--- config.mk ---
export PLATFORM = sky130hd
export DESIGN_NAME = uart_tx_core_flat
export DESIGN_NICKNAME = d
export VERILOG_FILES = /design/src/rtl/uart_pkg.sv /design/src/rtl/uart_tx_core_if.sv /design/src/rtl/uart_baud_counter.sv /design/src/rtl/uart_tx_core.sv /design/src/flat_wrapper.sv
export SDC_FILE = /design/constraint.sdc
export NUM_CORES = 1
export LEC_CHECK = 0
export CAP_MARGIN = 20
export CORE_MARGIN = 2
export CORE_UTILIZATION = 61
export DETAILED_ROUTE_END_ITERATION = 10
export GPL_TIMING_DRIVEN = 0
export PLACE_DENSITY = 0.89
export SLEW_MARGIN = 10
export SYNTH_ARGS = -nofsm -noshare
export SYNTH_HDL_FRONTEND = slang
export SYNTH_SLANG_ARGS = --single-unit
--- constraint.sdc ---
create_clock -name clk_i -period 3.8 [get_ports clk_i]
set_clock_uncertainty 0.1 [all_clocks]
set_input_delay 0.57 -clock clk_i [delete_from_list [all_inputs] [get_ports clk_i]]
set_output_delay 0.57 -clock clk_i [all_outputs]
set_load 0.03 [all_outputs]
--- src/rtl/uart_pkg.sv ---
// uart_pkg: shared UART state encoding and default frame constants
package uart_pkg;
    typedef enum logic [2:0] {IDLE, START, DATA, PARITY, STOP} tx_state_t;
    localparam int DEF_CLKS_PER_BIT = 5208;
    localparam int DEF_DATA_BITS = 8;
    localparam int DEF_STOP_BITS = 1;
endpackage

--- src/rtl/uart_tx_core_if.sv ---
// uart_tx_core_if: start/data handshake and serial outputs of the TX serializer
interface uart_tx_core_if
    import uart_pkg::*;
#(
    parameter int DATA_BITS = DEF_DATA_BITS
);
    logic                 tx_start_i;
    logic [DATA_BITS-1:0] data_i;
    logic                 tx_o;
    logic                 tx_done_o;
    logic                 busy_o;
    modport master (output tx_start_i, data_i, input tx_o, tx_done_o, busy_o);
    modport slave (input tx_start_i, data_i, output tx_o, tx_done_o, busy_o);
endinterface

--- src/rtl/uart_baud_counter.sv ---
// uart_baud_counter: free-running bit-period counter with a bit-end tick
module uart_baud_counter
    import uart_pkg::*;
#(
    parameter int CLKS_PER_BIT = DEF_CLKS_PER_BIT
) (
    input  logic clk_i,
    input  logic rst_i,
    input  logic clear,
    output logic bit_end
);
    localparam int CW = $clog2(CLKS_PER_BIT);
    logic [CW-1:0] cnt;
    assign bit_end = cnt == CW'(CLKS_PER_BIT - 1);
    // count 0..CLKS_PER_BIT-1, wrap on the tick, hold at zero while cleared
    always_ff @(posedge clk_i or posedge rst_i)
        if (rst_i) cnt <= '0;
        else cnt <= (clear || bit_end) ? '0 : cnt + CW'(1);
endmodule

--- src/rtl/uart_tx_core.sv ---
// uart_tx_core: LSB-first UART frame serializer with optional even parity
module uart_tx_core
    import uart_pkg::*;
#(
    parameter int CLKS_PER_BIT = DEF_CLKS_PER_BIT,
    parameter int DATA_BITS    = DEF_DATA_BITS,
    parameter int PARITY_EN    = 0,
    parameter int STOP_BITS    = DEF_STOP_BITS
) (
    input logic          clk_i,
    input logic          rst_i,
    uart_tx_core_if.slave bus
);
    localparam int BW = $clog2(DATA_BITS + 1);
    localparam logic [2:0] ST_IDLE   = IDLE;
    localparam logic [2:0] ST_START  = START;
    localparam logic [2:0] ST_DATA   = DATA;
    localparam logic [2:0] ST_PARITY = PARITY;
    localparam logic [2:0] ST_STOP   = STOP;
    logic [2:0]           state, state_n;
    logic [DATA_BITS-1:0] shift, shift_n;
    logic [BW-1:0]        bit_cnt, bit_n;
    logic                 par, par_n, done_n, tx_n, bit_end;
    uart_baud_counter #(.CLKS_PER_BIT(CLKS_PER_BIT)) u_baud (
        .clk_i(clk_i), .rst_i(rst_i), .clear(state == ST_IDLE), .bit_end(bit_end)
    );
    // next-state, shift and counter logic; tx is derived from the next state so the line is registered
    always_comb begin
        state_n = state;
        shift_n = shift;
        par_n   = par;
        bit_n   = bit_cnt;
        done_n  = 1'b0;
        case (state)
            ST_IDLE: if (bus.tx_start_i) begin
                state_n = ST_START;
                shift_n = bus.data_i;
                par_n   = ^bus.data_i;
                bit_n   = '0;
            end
            ST_START: if (bit_end) state_n = ST_DATA;
            ST_DATA: if (bit_end) begin
                shift_n = shift >> 1;
                bit_n   = (bit_cnt == BW'(DATA_BITS - 1)) ? '0 : bit_cnt + BW'(1);
                state_n = (bit_cnt != BW'(DATA_BITS - 1)) ? ST_DATA : (PARITY_EN != 0) ? ST_PARITY : ST_STOP;
            end
            ST_PARITY: if (bit_end) state_n = ST_STOP;
            ST_STOP: if (bit_end) begin
                done_n  = bit_cnt == BW'(STOP_BITS - 1);
                bit_n   = done_n ? '0 : bit_cnt + BW'(1);
                state_n = done_n ? ST_IDLE : ST_STOP;
            end
            default: state_n = ST_IDLE;
        endcase
        tx_n = (state_n == ST_START) ? 1'b0 : (state_n == ST_DATA) ? shift_n[0] :
               (state_n == ST_PARITY) ? par_n : 1'b1;
    end
    // state registers; reset drives the line idle-high immediately
    always_ff @(posedge clk_i or posedge rst_i)
        if (rst_i) begin
            state         <= ST_IDLE;
            shift         <= '0;
            bit_cnt       <= '0;
            par           <= 1'b0;
            bus.tx_o      <= 1'b1;
            bus.tx_done_o <= 1'b0;
        end else begin
            state         <= state_n;
            shift         <= shift_n;
            bit_cnt       <= bit_n;
            par           <= par_n;
            bus.tx_o      <= tx_n;
            bus.tx_done_o <= done_n;
        end
    assign bus.busy_o = state != ST_IDLE;
endmodule

--- src/flat_wrapper.sv ---
// flat-port wrapper written by rule: the top's interface ports become plain ports
module uart_tx_core_flat import uart_pkg::*;
#(
    parameter int CLKS_PER_BIT = DEF_CLKS_PER_BIT,
    parameter int DATA_BITS    = DEF_DATA_BITS,
    parameter int PARITY_EN    = 0,
    parameter int STOP_BITS    = DEF_STOP_BITS
)
  (clk_i, rst_i, bus_tx_start_i, bus_data_i, bus_tx_o, bus_tx_done_o, bus_busy_o);
  uart_tx_core_if #(.DATA_BITS(DATA_BITS)) bus_i ();
  input logic clk_i;
  input logic rst_i;
  input wire logic [$bits(bus_i.tx_start_i)-1:0] bus_tx_start_i;
  input wire logic [$bits(bus_i.data_i)-1:0] bus_data_i;
  output wire logic [$bits(bus_i.tx_o)-1:0] bus_tx_o;
  output wire logic [$bits(bus_i.tx_done_o)-1:0] bus_tx_done_o;
  output wire logic [$bits(bus_i.busy_o)-1:0] bus_busy_o;
  assign bus_i.tx_start_i = bus_tx_start_i;
  assign bus_i.data_i = bus_data_i;
  assign bus_tx_o = bus_i.tx_o;
  assign bus_tx_done_o = bus_i.tx_done_o;
  assign bus_busy_o = bus_i.busy_o;
  uart_tx_core #(.CLKS_PER_BIT(CLKS_PER_BIT), .DATA_BITS(DATA_BITS), .PARITY_EN(PARITY_EN), .STOP_BITS(STOP_BITS)) u_core (.clk_i(clk_i), .rst_i(rst_i), .bus(bus_i));
endmodule
== Word-level counts from Yosys, hierarchy flattened ==
Index checks and enable logic that the tools add are counted.
Widths: inputs -> output; s select.
Storage, ports and cells
  flip-flop bits (word level): 31
  output and inout port bits: 3
  input port bits: 11
Operators by class
  reductions and logical operators: 9
  eq/ne operators: 13
  mux-type cells: 25
  $add $sub $neg: 2
Operators with widths (number)
  $mux 3: 7
  $mux 4: 5
  $mux 8: 2
  $pmux 8 s2: 1
  $pmux 3 s5: 1
  $add 13x1->13 const B: 1
  $eq 13x13->1 const B: 1
  $mux 13: 1
  $eq 3x2->1 const B: 4
  $pmux 4 s3: 1
  $reduce_xor 8->1: 1
  $mux 1: 7
  $eq 3x1->1 const B: 2
  $ne 2x2->1 const B: 3
  $reduce_bool 3->1: 2
  $add 4x1->4 const B: 1
  $eq 4x3->1 const B: 1
  $logic_not 4->1: 1
  $ne 4x3->1 const B: 1
  $reduce_and 4->1: 1
  $eq 3x3->1 const B: 1
  $logic_not 3->1: 1
  $reduce_and 3->1: 1
  $reduce_bool 2->1: 1
  $logic_or 1x1->1: 1

== Logic depth before layout (Yosys ltp) ==
Gate-level depths: netlist of run 1.
  depth after elaboration: 8
  depth in mapped cells: 7
  mapped depth without buffers: 7

== Hierarchy ==
A second synthesis of run 1 with hierarchy kept.
Second synthesis, totals
  cells, all modules: 172
  area, all modules: 1696.6 um2
Modules (own cells, without submodules)
  uart_tx_core: area each 1041.0 um2, instances 1, cells an instance 107
  uart_baud_counter: area each 655.6 um2, instances 1, cells an instance 65

== Least setup slack after synthesis of run 1 ==
OpenSTA, ideal clock, no wires.
  kind: register to register
  start: reg u_core.u_baud.cnt[8]
  end: reg u_core.bus.tx_o
  clock period less this slack: 2.081 ns
  stages on the path, launching flop included: 6
  library setup time: 0.080 ns
  arrival: 1.901 ns
  path buffers: 0
  data required time: 3.620 ns
  path slack: 1.719 ns
  cells stage by stage: dfrtp_1 -> or4b_4 -> nor3_2 -> mux2_2 -> nor2b_2 -> o221ai_2
On the way
  longest elaborated chain between the ends: 7
  elaborated cells between the ends (all ways): 14
Ends and longest elaborated chain
  start, declared: RTL line uart_baud_counter.sv:13  | logic [CW-1:0] cnt;
  start signal, assigned: RTL line uart_baud_counter.sv:18  | else cnt <= (clear || bit_end) ? '0 : cnt + CW'(1);
  $eq 13x13->1 *: RTL line uart_baud_counter.sv:14  | assign bit_end = cnt == CW'(CLKS_PER_BIT - 1);
  $mux 3, on equally long branches
  $pmux 3 s5 *: RTL line uart_tx_core.sv:34  | case (state)
  via u_core.state_n[1]: RTL line uart_tx_core.sv:20  | logic [2:0] state, state_n;
  $eq 3x2->1: RTL line uart_tx_core.sv:56  | (state_n == ST_PARITY) ? par_n : 1'b1;
  $mux 1: RTL line uart_tx_core.sv:56
  $mux 1: RTL line uart_tx_core.sv:55  | tx_n = (state_n == ST_START) ? 1'b0 : (state_n == ST_DATA) ? shift_n[0] :
  $mux 1 *: RTL line uart_tx_core.sv:55
  via u_core.tx_n: RTL line uart_tx_core.sv:23  | logic par, par_n, done_n, tx_n, bit_end;
  end signal, assigned: RTL line uart_tx_core.sv:72  | bus.tx_o <= tx_n;
  end, declared: RTL line uart_tx_core_if.sv:13  | modport slave (input tx_start_i, data_i, output tx_o, tx_done_o, busy_o);
The timed path passes the listed nets; every way through them passes the cells marked *. The select of a mux whose other input is x is not followed.
A chain may end at the register's enable or synchronous reset.

== Worst setup path after layout of run 1 ==
  start: reg u_core.state[0]
  end: out bus_busy_o
On the way
  longest elaborated chain between the ends: 1
Ends and longest elaborated chain
  start, declared: RTL line uart_tx_core.sv:20
  start signal, assigned: RTL line uart_tx_core.sv:68  | state <= state_n;
  $reduce_bool 3->1: RTL line uart_tx_core.sv:75  | assign bus.busy_o = state != ST_IDLE;
  end, declared: RTL line flat_wrapper.sv:17  | output wire logic [$bits(bus_i.busy_o)-1:0] bus_busy_o;
Every way passes these cells.

==> run summary, run 1 <==
Wire length on met2: 1680 um. Measured along the x axis, the die boundary spans 56.6 um. The run gives 19 as the total number of placement rows. The maximum level of the CTS H-tree came out at 2. The number of global-route vias before repair is 1288, and the largest driver fanout on the critical path is 10. The worst setup path is captured at a primary output.

The smallest clock period supported by the final layout is computed as 2.63 ns. The clock passes through at most 2 buffers. Averaged over all synthesized cells, the footprint is 10.2 um2. The first global-routing pass estimated 5800 um of wire. The cell area power density is 315 nW/um2.

In the post-route analysis, the smallest setup slack over all paths is 1.17 ns. For the final weighted congestion of routability-driven global placement, the log shows 0.847. TritonCTS built the clock tree. The tools report the total non-filler cell area in the finished layout as 1950 um2. Kind of critical path: reg -> out. The number of clock buffers inserted by TritonCTS was 5; the number of routed nets with antenna violations was 0. For the insertion delay to the later sink of the worst-skew pair, the log shows 0.34 ns. STA puts the critical path data required time at 3.13 ns. For the number of buffers inserted by post-CTS setup repair, the log shows 0.

The final-report hold violation count was 0. For this block, the routed nets add up to 3450 um of wire. The share of total power in the clock network is 36.7%, and the number of buffer cells added on primary ports is 13.

The run finished with clean final reports. Once detailed placement completed, the half-perimeter wirelength came to 2540 um. Power comes to 615 uW. Clock root buffer: sky130_fd_sc_hd__clkbuf_4. The share of layout cells above drive strength 1 works out to 16.0%.

The reported leakage power is 0.874 nW, and the growth of design area from synthesis to finish is 15.7%. The fmax was 381 MHz. The run gives 0 as the number of endpoints failing setup at the final stage. Wire segments on met3 add up to 154 um in the final route. The part of the Yosys area used for sequential elements is 46.0%. For the number of sinks on the clock net, the log shows 31. Counting flops and latches in the post-synthesis netlist gives 31.

The number of antenna diodes in the final layout is 0. The flip-flop cell with the highest count after synthesis is sky130_fd_sc_hd__dfrtp_1. Of the total power, registers draw 55.8%. Count of final max-slew check failures: 0. The tools report the number of antenna violations at the first check in global routing as 0.

At the end of the flow, the number of nets in the layout was 200. The highest layer touched by signal routing is met4. The worst setup path is launched from a flip-flop. Of the total power, combinational logic draws 7.5%. The tools report the violation count after the first detailed-routing iteration as 59. The type of the tightest min-delay check was reg -> reg. The switching power share of the total was 23.4%.

The clock transition at the registers of the reported paths was 0.10 ns; the final setup TNS was 0 ns. The synthesized netlist occupies a cell area of 1690 um2. At the pin with the least slew margin, the transition time is 0.908 ns.

The number of standard cells after synthesis is 165. For the first-pass iteration count of the detailed router, the log shows 6. The mean number of vias per cell is 6.08, and the part of the cycle the worst path needs is 69.1%.

The die is 56.6 um tall. The number of hold buffers added after CTS was 0. The number of distinct library cell variants in the gate-level netlist after synthesis came out at 44. The post-route DRC violation count is 0. In this run the count of I/O pins placed on the die edge is 14. The initial core utilization is 62.8%, and the total routing resource utilization after global routing is 23.8%. After synthesis, the share of flip-flops with an asynchronous set or reset is 100%. The die covers 3200 um2.

The total overflow left after global routing is 0. The tools report the design internal power as 471 uW. The floorplan step defined a core boundary enclosing 2690 um2. Synthesis produced a netlist with a net count of 179. The maximum number of pins on one net before global-route repair is 18. For this run, the number of Yosys warnings is 0. In the final routed layout, each cell accounts on average for 15.8 um.

Gates resized during post-CTS repair numbered 0. The via count is 1325, and the number of max-cap violations is 0. The logs give 1880 um2 for the placement-stage cell area and 1.37 ns for the setup slack at placement. The arrival time reported for the critical path endpoint is 1.96 ns, and the largest voltage drop on the vdd net is 0.298 mV. Setup repair after global routing left no endpoint under its margin. The routed length on met1 is 1550 um, and the net switching power figure is 144 uW. For the final worst hold slack, the log shows 0.376 ns. Measured against its own limit, the worst slew margin works out to 39.3%. The synthesized design contains 0 enable-type register cells.
-- logic make-up after synthesis --
group,after synthesis,share of synthesized area [%]
muxes,2,1.26
xor gates and xnor gates,19,9.86
adders and majority gates,3,2.22
DFF,31,46.0
and+or+nand+nor,77,26.7
buffers and inverters,8,2.74
AOI/OAI and AO/OA,25,11.2
-- sequential cells by signal (all words and copies together) (netlist names) --
signal,flops
u_core.bus.tx_done_o,1
u_core.shift,8
u_core.bus.tx_o,1
u_core.bit_cnt,4
u_core.state,3
u_core.par,1
u_core.u_baud.cnt,13
-- per-stage QoR --
step           std cells  utilization [%]
3_5_place_dp         210             70.1
3_3_place_gp         209             69.1
2_1_floorplan        165                -
5_1_grt              218             72.7
6_report             218             72.7
4_1_cts              218             72.7
-- cell usage after synthesis, drive strengths merged, types with 2 or more instances --
library cell / count / area (um2)
a22oi: 6 / 45.0
nor4: 2 / 42.5
ha: 3 / 37.5
nor3: 2 / 15.0
and3: 5 / 33.8
xnor2: 13 / 114
inv: 4 / 15.0
xor2: 6 / 52.6
or4b: 2 / 23.8
nor3b: 3 / 22.5
or3: 2 / 12.5
dfrtp: 30 / 751
nor2: 17 / 63.8
buf: 4 / 31.3
or3b: 3 / 26.3
nand2b: 2 / 12.5
o21ai: 9 / 45.0
o221ai: 2 / 30.0
nand2: 23 / 86.3
nand3: 8 / 40.0
nor2b: 2 / 15.0
a2111oi: 2 / 23.8
-- final timing paths --
check	start	endpoint	slack, ns	cells past startpoint
max	u_core.state[0]$_DFF_PP0_	bus_busy_o	1.17	3
max in group asynchronous	rst_i	u_core.bus.tx_o$_DFF_PP1_	2.49	3
min in group asynchronous	rst_i	u_core.par$_DFF_PP0_	0.51	2
min reg2reg	u_core.u_baud.cnt[0]$_DFF_PP0_	u_core.u_baud.cnt[0]$_DFF_PP0_	0.38	1
min	u_core.u_baud.cnt[0]$_DFF_PP0_	u_core.u_baud.cnt[0]$_DFF_PP0_	0.38	1
max reg2reg	u_core.u_baud.cnt[8]$_DFF_PP0_	u_core.bus.tx_o$_DFF_PP1_	1.53	5
-- worst max-delay path: stages (launching register included) --
cell	delay [ns]
sky130_fd_sc_hd__dfrtp_1	0.39
sky130_fd_sc_hd__buf_4	0.17
sky130_fd_sc_hd__or3_1	0.43
sky130_fd_sc_hd__clkdlybuf4s50_1	0.62
-- power groups by stage --
stage	clock network, mW	logic, mW	registers, mW
floorplan	0	0.0250	0.348
global placement	0	0.0400	0.349
detailed placement	0	0.0467	0.350
CTS	0.225	0.0468	0.343
global route	0.238	0.0512	0.344
finish	0.226	0.0463	0.343
-- layout make-up --
cell class	count	area, um2
flip-flops and latches	31	777
clock buffers	8	68.8
well taps	31	38.8
plain buffers	4	31.3
multi-input cells	126	865
repair buffers	14	158
inverters	4	15.0
fillers	190	733
-- metal layers --
layer | track usage [%] | up-vias
met1 | 30.6 | 654
met3 | 7.14 | 9
met5 | 0 | -
met4 | 8.84 | 0
met2 | 38.0 | 39
li1 | - | 623
-- placed cells by master, fill, tap and decap left out, types with 4 or more instances in the layout --
cell type and n:
sky130_fd_sc_hd__a22oi_1 6, sky130_fd_sc_hd__clkbuf_4 5, sky130_fd_sc_hd__clkdlybuf4s50_1 13, sky130_fd_sc_hd__dfrtp_1 30
sky130_fd_sc_hd__inv_1 4, sky130_fd_sc_hd__nand2_1 23, sky130_fd_sc_hd__nand3_1 8, sky130_fd_sc_hd__nor2_1 17
sky130_fd_sc_hd__o21ai_0 9, sky130_fd_sc_hd__xnor2_1 13, sky130_fd_sc_hd__xor2_1 6
(Power assumes the default switching activity.)
==> run 2: changes to the inputs <==
--- a/config.mk
+++ b/config.mk
@@ -7,10 +7,10 @@
 export LEC_CHECK = 0
 export CAP_MARGIN = 20
 export CORE_MARGIN = 2
-export CORE_UTILIZATION = 61
+export CORE_UTILIZATION = 51
 export DETAILED_ROUTE_END_ITERATION = 10
 export GPL_TIMING_DRIVEN = 0
-export PLACE_DENSITY = 0.89
+export PLACE_DENSITY = 0.8
 export SLEW_MARGIN = 10
 export SYNTH_ARGS = -nofsm -noshare
 export SYNTH_HDL_FRONTEND = slang
==> constraint.sdc (replaced) <==
create_clock -name clk_i -period 2.3 [get_ports clk_i]
set_clock_uncertainty 0.1 [all_clocks]
set_input_delay 0.345 -clock clk_i [delete_from_list [all_inputs] [get_ports clk_i]]
set_output_delay 0.345 -clock clk_i [all_outputs]
set_load 0.03 [all_outputs]
==> run summary, run 2 (synthesized netlist as in run 1, its figures left out) <==
Slew at the pin closest to its max-slew limit: 0.844 ns (-0.0644 ns). The logs give 65.0% (-7.7 points) for the utilization of the core after routing and 1276 (-3.7%) for the via count. For the insertion delay to the later sink of the worst-skew pair, the log shows 0.34 ns (about the same).

The run gives 56.0% (+0.2 points) as the fraction of power consumed by sequential logic. The filler-free cell count of the finished design came out at 233 (+6.9%). The HPWL after detailed placement is 2510 um (-1.1%), and the boundary pin count is 14 (unchanged). The largest driver fanout on the critical path is 4 (-6).

The critical path is of the reg -> reg type. Setup repair after global routing left no endpoint under its margin. The final worst hold slack is 0.304 ns (-0.0719 ns).

The switching power share of the total was 23.3% (-0.096 points). The final setup TNS came out at 0 ns (unchanged). For the multi-input logic area, the log shows 892 um2 (+3.2%). The number of nets in the final layout is 202 (+1.0%). The worst setup path is captured at a flip-flop. For the maximum buffer depth of the clock tree, the log shows 2 (unchanged).

The part of the cycle the worst path needs is 94.9%, and the number of antenna violations at the first check in global routing is 0 (unchanged). For the reported leakage power, the log shows 0.900 nW (+2.9%). The share of total power in the clock network is 36.8% (about the same).

The run finished with clean final reports. The count of final max-slew check failures came out at 0 (unchanged). The number of buffer cells added on primary ports came out at 13 (unchanged). The tools report the final weighted congestion of routability-driven global placement as 0.837 (-1.2%).

The number of clock buffers inserted by TritonCTS is 5 (unchanged). TritonCTS built the clock tree. The clock transition at the registers of the reported paths came out at 0.10 ns (about the same). The run gives 5640 um (-2.7%) as the wire length of the first global-routing pass. The largest voltage drop on the vdd net was 0.394 mV (+32%). The total routing resource utilization after global routing is 20.7% (-3.1 points), and the width of the die is 61.5 um (+8.7%). u_core.u_baud.cnt holds more flip-flops than any other register.

The initial core utilization is 54.4% (-8.4 points), and the mean number of vias per cell is 5.48 (-9.9%). The required arrival time at the worst endpoint is 2.46 ns (-0.67 ns). The share of layout cells above drive strength 1 came out at 20.1% (+4.1 points). The number of endpoints failing setup at the final stage is 0 (unchanged).

The average wire per standard cell works out to 14.6 um (-7.9%). Leaving out fill and tap cells, the most frequent cell in the layout is sky130_fd_sc_hd__dfrtp_1. For the total global routing overflow, the log shows 0 (unchanged). Derived from the worst setup path, the maximum achievable clock frequency is 458 MHz.

The area used by sequential logic in the layout is 779 um2 (+0.32%), and the growth of design area from synthesis to finish is 19.5%. The tools report the count of filler cells inserted in the layout as 247 (+30%). Cell area power density: 503 nW/um2 (+59%). The net switching power figure came out at 237 uW (+64%). The number of max-cap violations is 0 (unchanged), and the maximum number of pins on one net before global-route repair is 17 (-1). The final wirelength is 3400 um (-1.6%). In this run the clock root is driven by a sky130_fd_sc_hd__clkbuf_4. For the final-report hold violation count, the log shows 0 (unchanged).

Subtracting the final worst setup slack from the clock period gives 2.18 ns. The run gives 1293 (+0.39%) as the number of global-route vias before repair. The tightest min-delay check is of the in -> async type. Core area: 3100 um2 (+16%). The combinational share of power is 7.3% (-0.2 points), and the design internal power is 777 uW (+65%).

The tools report the post-route DRC violation count as 0 (unchanged). The kind of launch point of the worst setup path is a flip-flop. The run gives 4 (-2) as the first-pass iteration count of the detailed router. The number of instances in the placed design was 223 (+6.2%); the overall die height was 61.5 um (+8.7%). The largest registers in the layout are u_core.u_baud.cnt: 13 flops, u_core.shift: 8 flops, u_core.bit_cnt: 4 flops. For the number of routed nets with antenna violations, the log shows 0 (unchanged). The number of hold buffers added after cts was 0 (unchanged). The logs give 0 (unchanged) for the count of antenna diodes in the layout and 26 (-56%) for the violation count after the first detailed-routing iteration. The arrival time reported for the critical path endpoint is 2.34 ns (+0.38 ns), and the headroom to the max-slew limit is 43.6% (+4.3 points). For the total number of placement rows, the log shows 20 (+1).

The flip-flop count of the largest register, all copies and words added is 13 (unchanged), and the maximum level of the CTS H-tree is 2 (unchanged). The run gives 3790 um2 (+18%) as the die outline area. The top cell types in the final layout, fill and taps aside, are 28 x sky130_fd_sc_hd__dfrtp_1, 23 x sky130_fd_sc_hd__nand2_1, 17 x sky130_fd_sc_hd__nor2_1. For the number of sinks on the clock net, the log shows 31 (unchanged).
## run 2: path summary, 6_finish.rpt
check | from | end | slack [ns] | depth (start not counted)
max reg2reg | u_core.u_baud.cnt[5]$_DFF_PP0_ | u_core.bus.tx_o$_DFF_PP1_ | 0.12 | 5
max | u_core.u_baud.cnt[5]$_DFF_PP0_ | u_core.bus.tx_o$_DFF_PP1_ | 0.12 | 5
min in group clk_i | u_core.shift[2]$_DFFE_PP0P_ | u_core.shift[2]$_DFFE_PP0P_ | 0.39 | 2
max in group asynchronous | rst_i | u_core.bus.tx_o$_DFF_PP1_ | 1.18 | 3
min | rst_i | u_core.u_baud.cnt[8]$_DFF_PP0_ | 0.30 | 2
min reg2reg | u_core.shift[2]$_DFFE_PP0P_ | u_core.shift[2]$_DFFE_PP0P_ | 0.39 | 2
## run 2: power by group through the flow
stage	sequential (mW)	combinational [mW]	clock, mW
5_1_grt	0.568	0.0830	0.407
3_5_place_dp	0.577	0.0745	0
2_1_floorplan	0.575	0.0413	0
4_1_cts	0.567	0.0747	0.382
3_3_place_gp	0.576	0.0667	0
6_report	0.567	0.0738	0.373
## run 2: metrics by stage
step | total power [mW] | area (um2) | worst slack [ns]
floorplan | 0.616 | 1690 | 0.219
global placement | 0.643 | 1870 | 0.115
detailed placement | 0.652 | 1900 | 0.0292
CTS | 1.02 | 1970 | 0.00733
global route | 1.06 | 2020 | 0.0220
finish | 1.01 | 2020 | 0.117
## run 2: layout make-up
cell class	instances	share of cell area, %
Multi-Input combinational cell	126	44.2
Sequential cell	31	38.6
Timing Repair Buffer	16	8.50
Clock buffer	7	3.23
Tap cell	44	2.73
Buffer	4	1.55
Inverter	4	0.744
Clock inverter	1	0.372
## run 2: critical path, stage by stage (launching register included)
cell                       delay, ns
sky130_fd_sc_hd__dfrtp_1        0.44
sky130_fd_sc_hd__or4bb_4        0.62
sky130_fd_sc_hd__nor3_4         0.24
sky130_fd_sc_hd__mux2_2         0.38
sky130_fd_sc_hd__nor2b_2        0.16
sky130_fd_sc_hd__o221ai_2       0.15
## run 2: what timing repair did
item | in CTS | in global routing
setup endpoints to repair | 1 | 19
pin swaps | 0 | 3
buffers inserted | 0 | 2
gates resized for setup | 1 | 8
## run 2: per-layer routing
metal | track usage [%] | vias to the layer above | part of all wire, %
li1 | - | 625 | -
met2 | 34.0 | 34 | 49
met1 | 25.7 | 611 | 46
met5 | 0 | - | 0
met4 | 7.60 | 0 | 1.5
met3 | 6.30 | 6 | 4.1
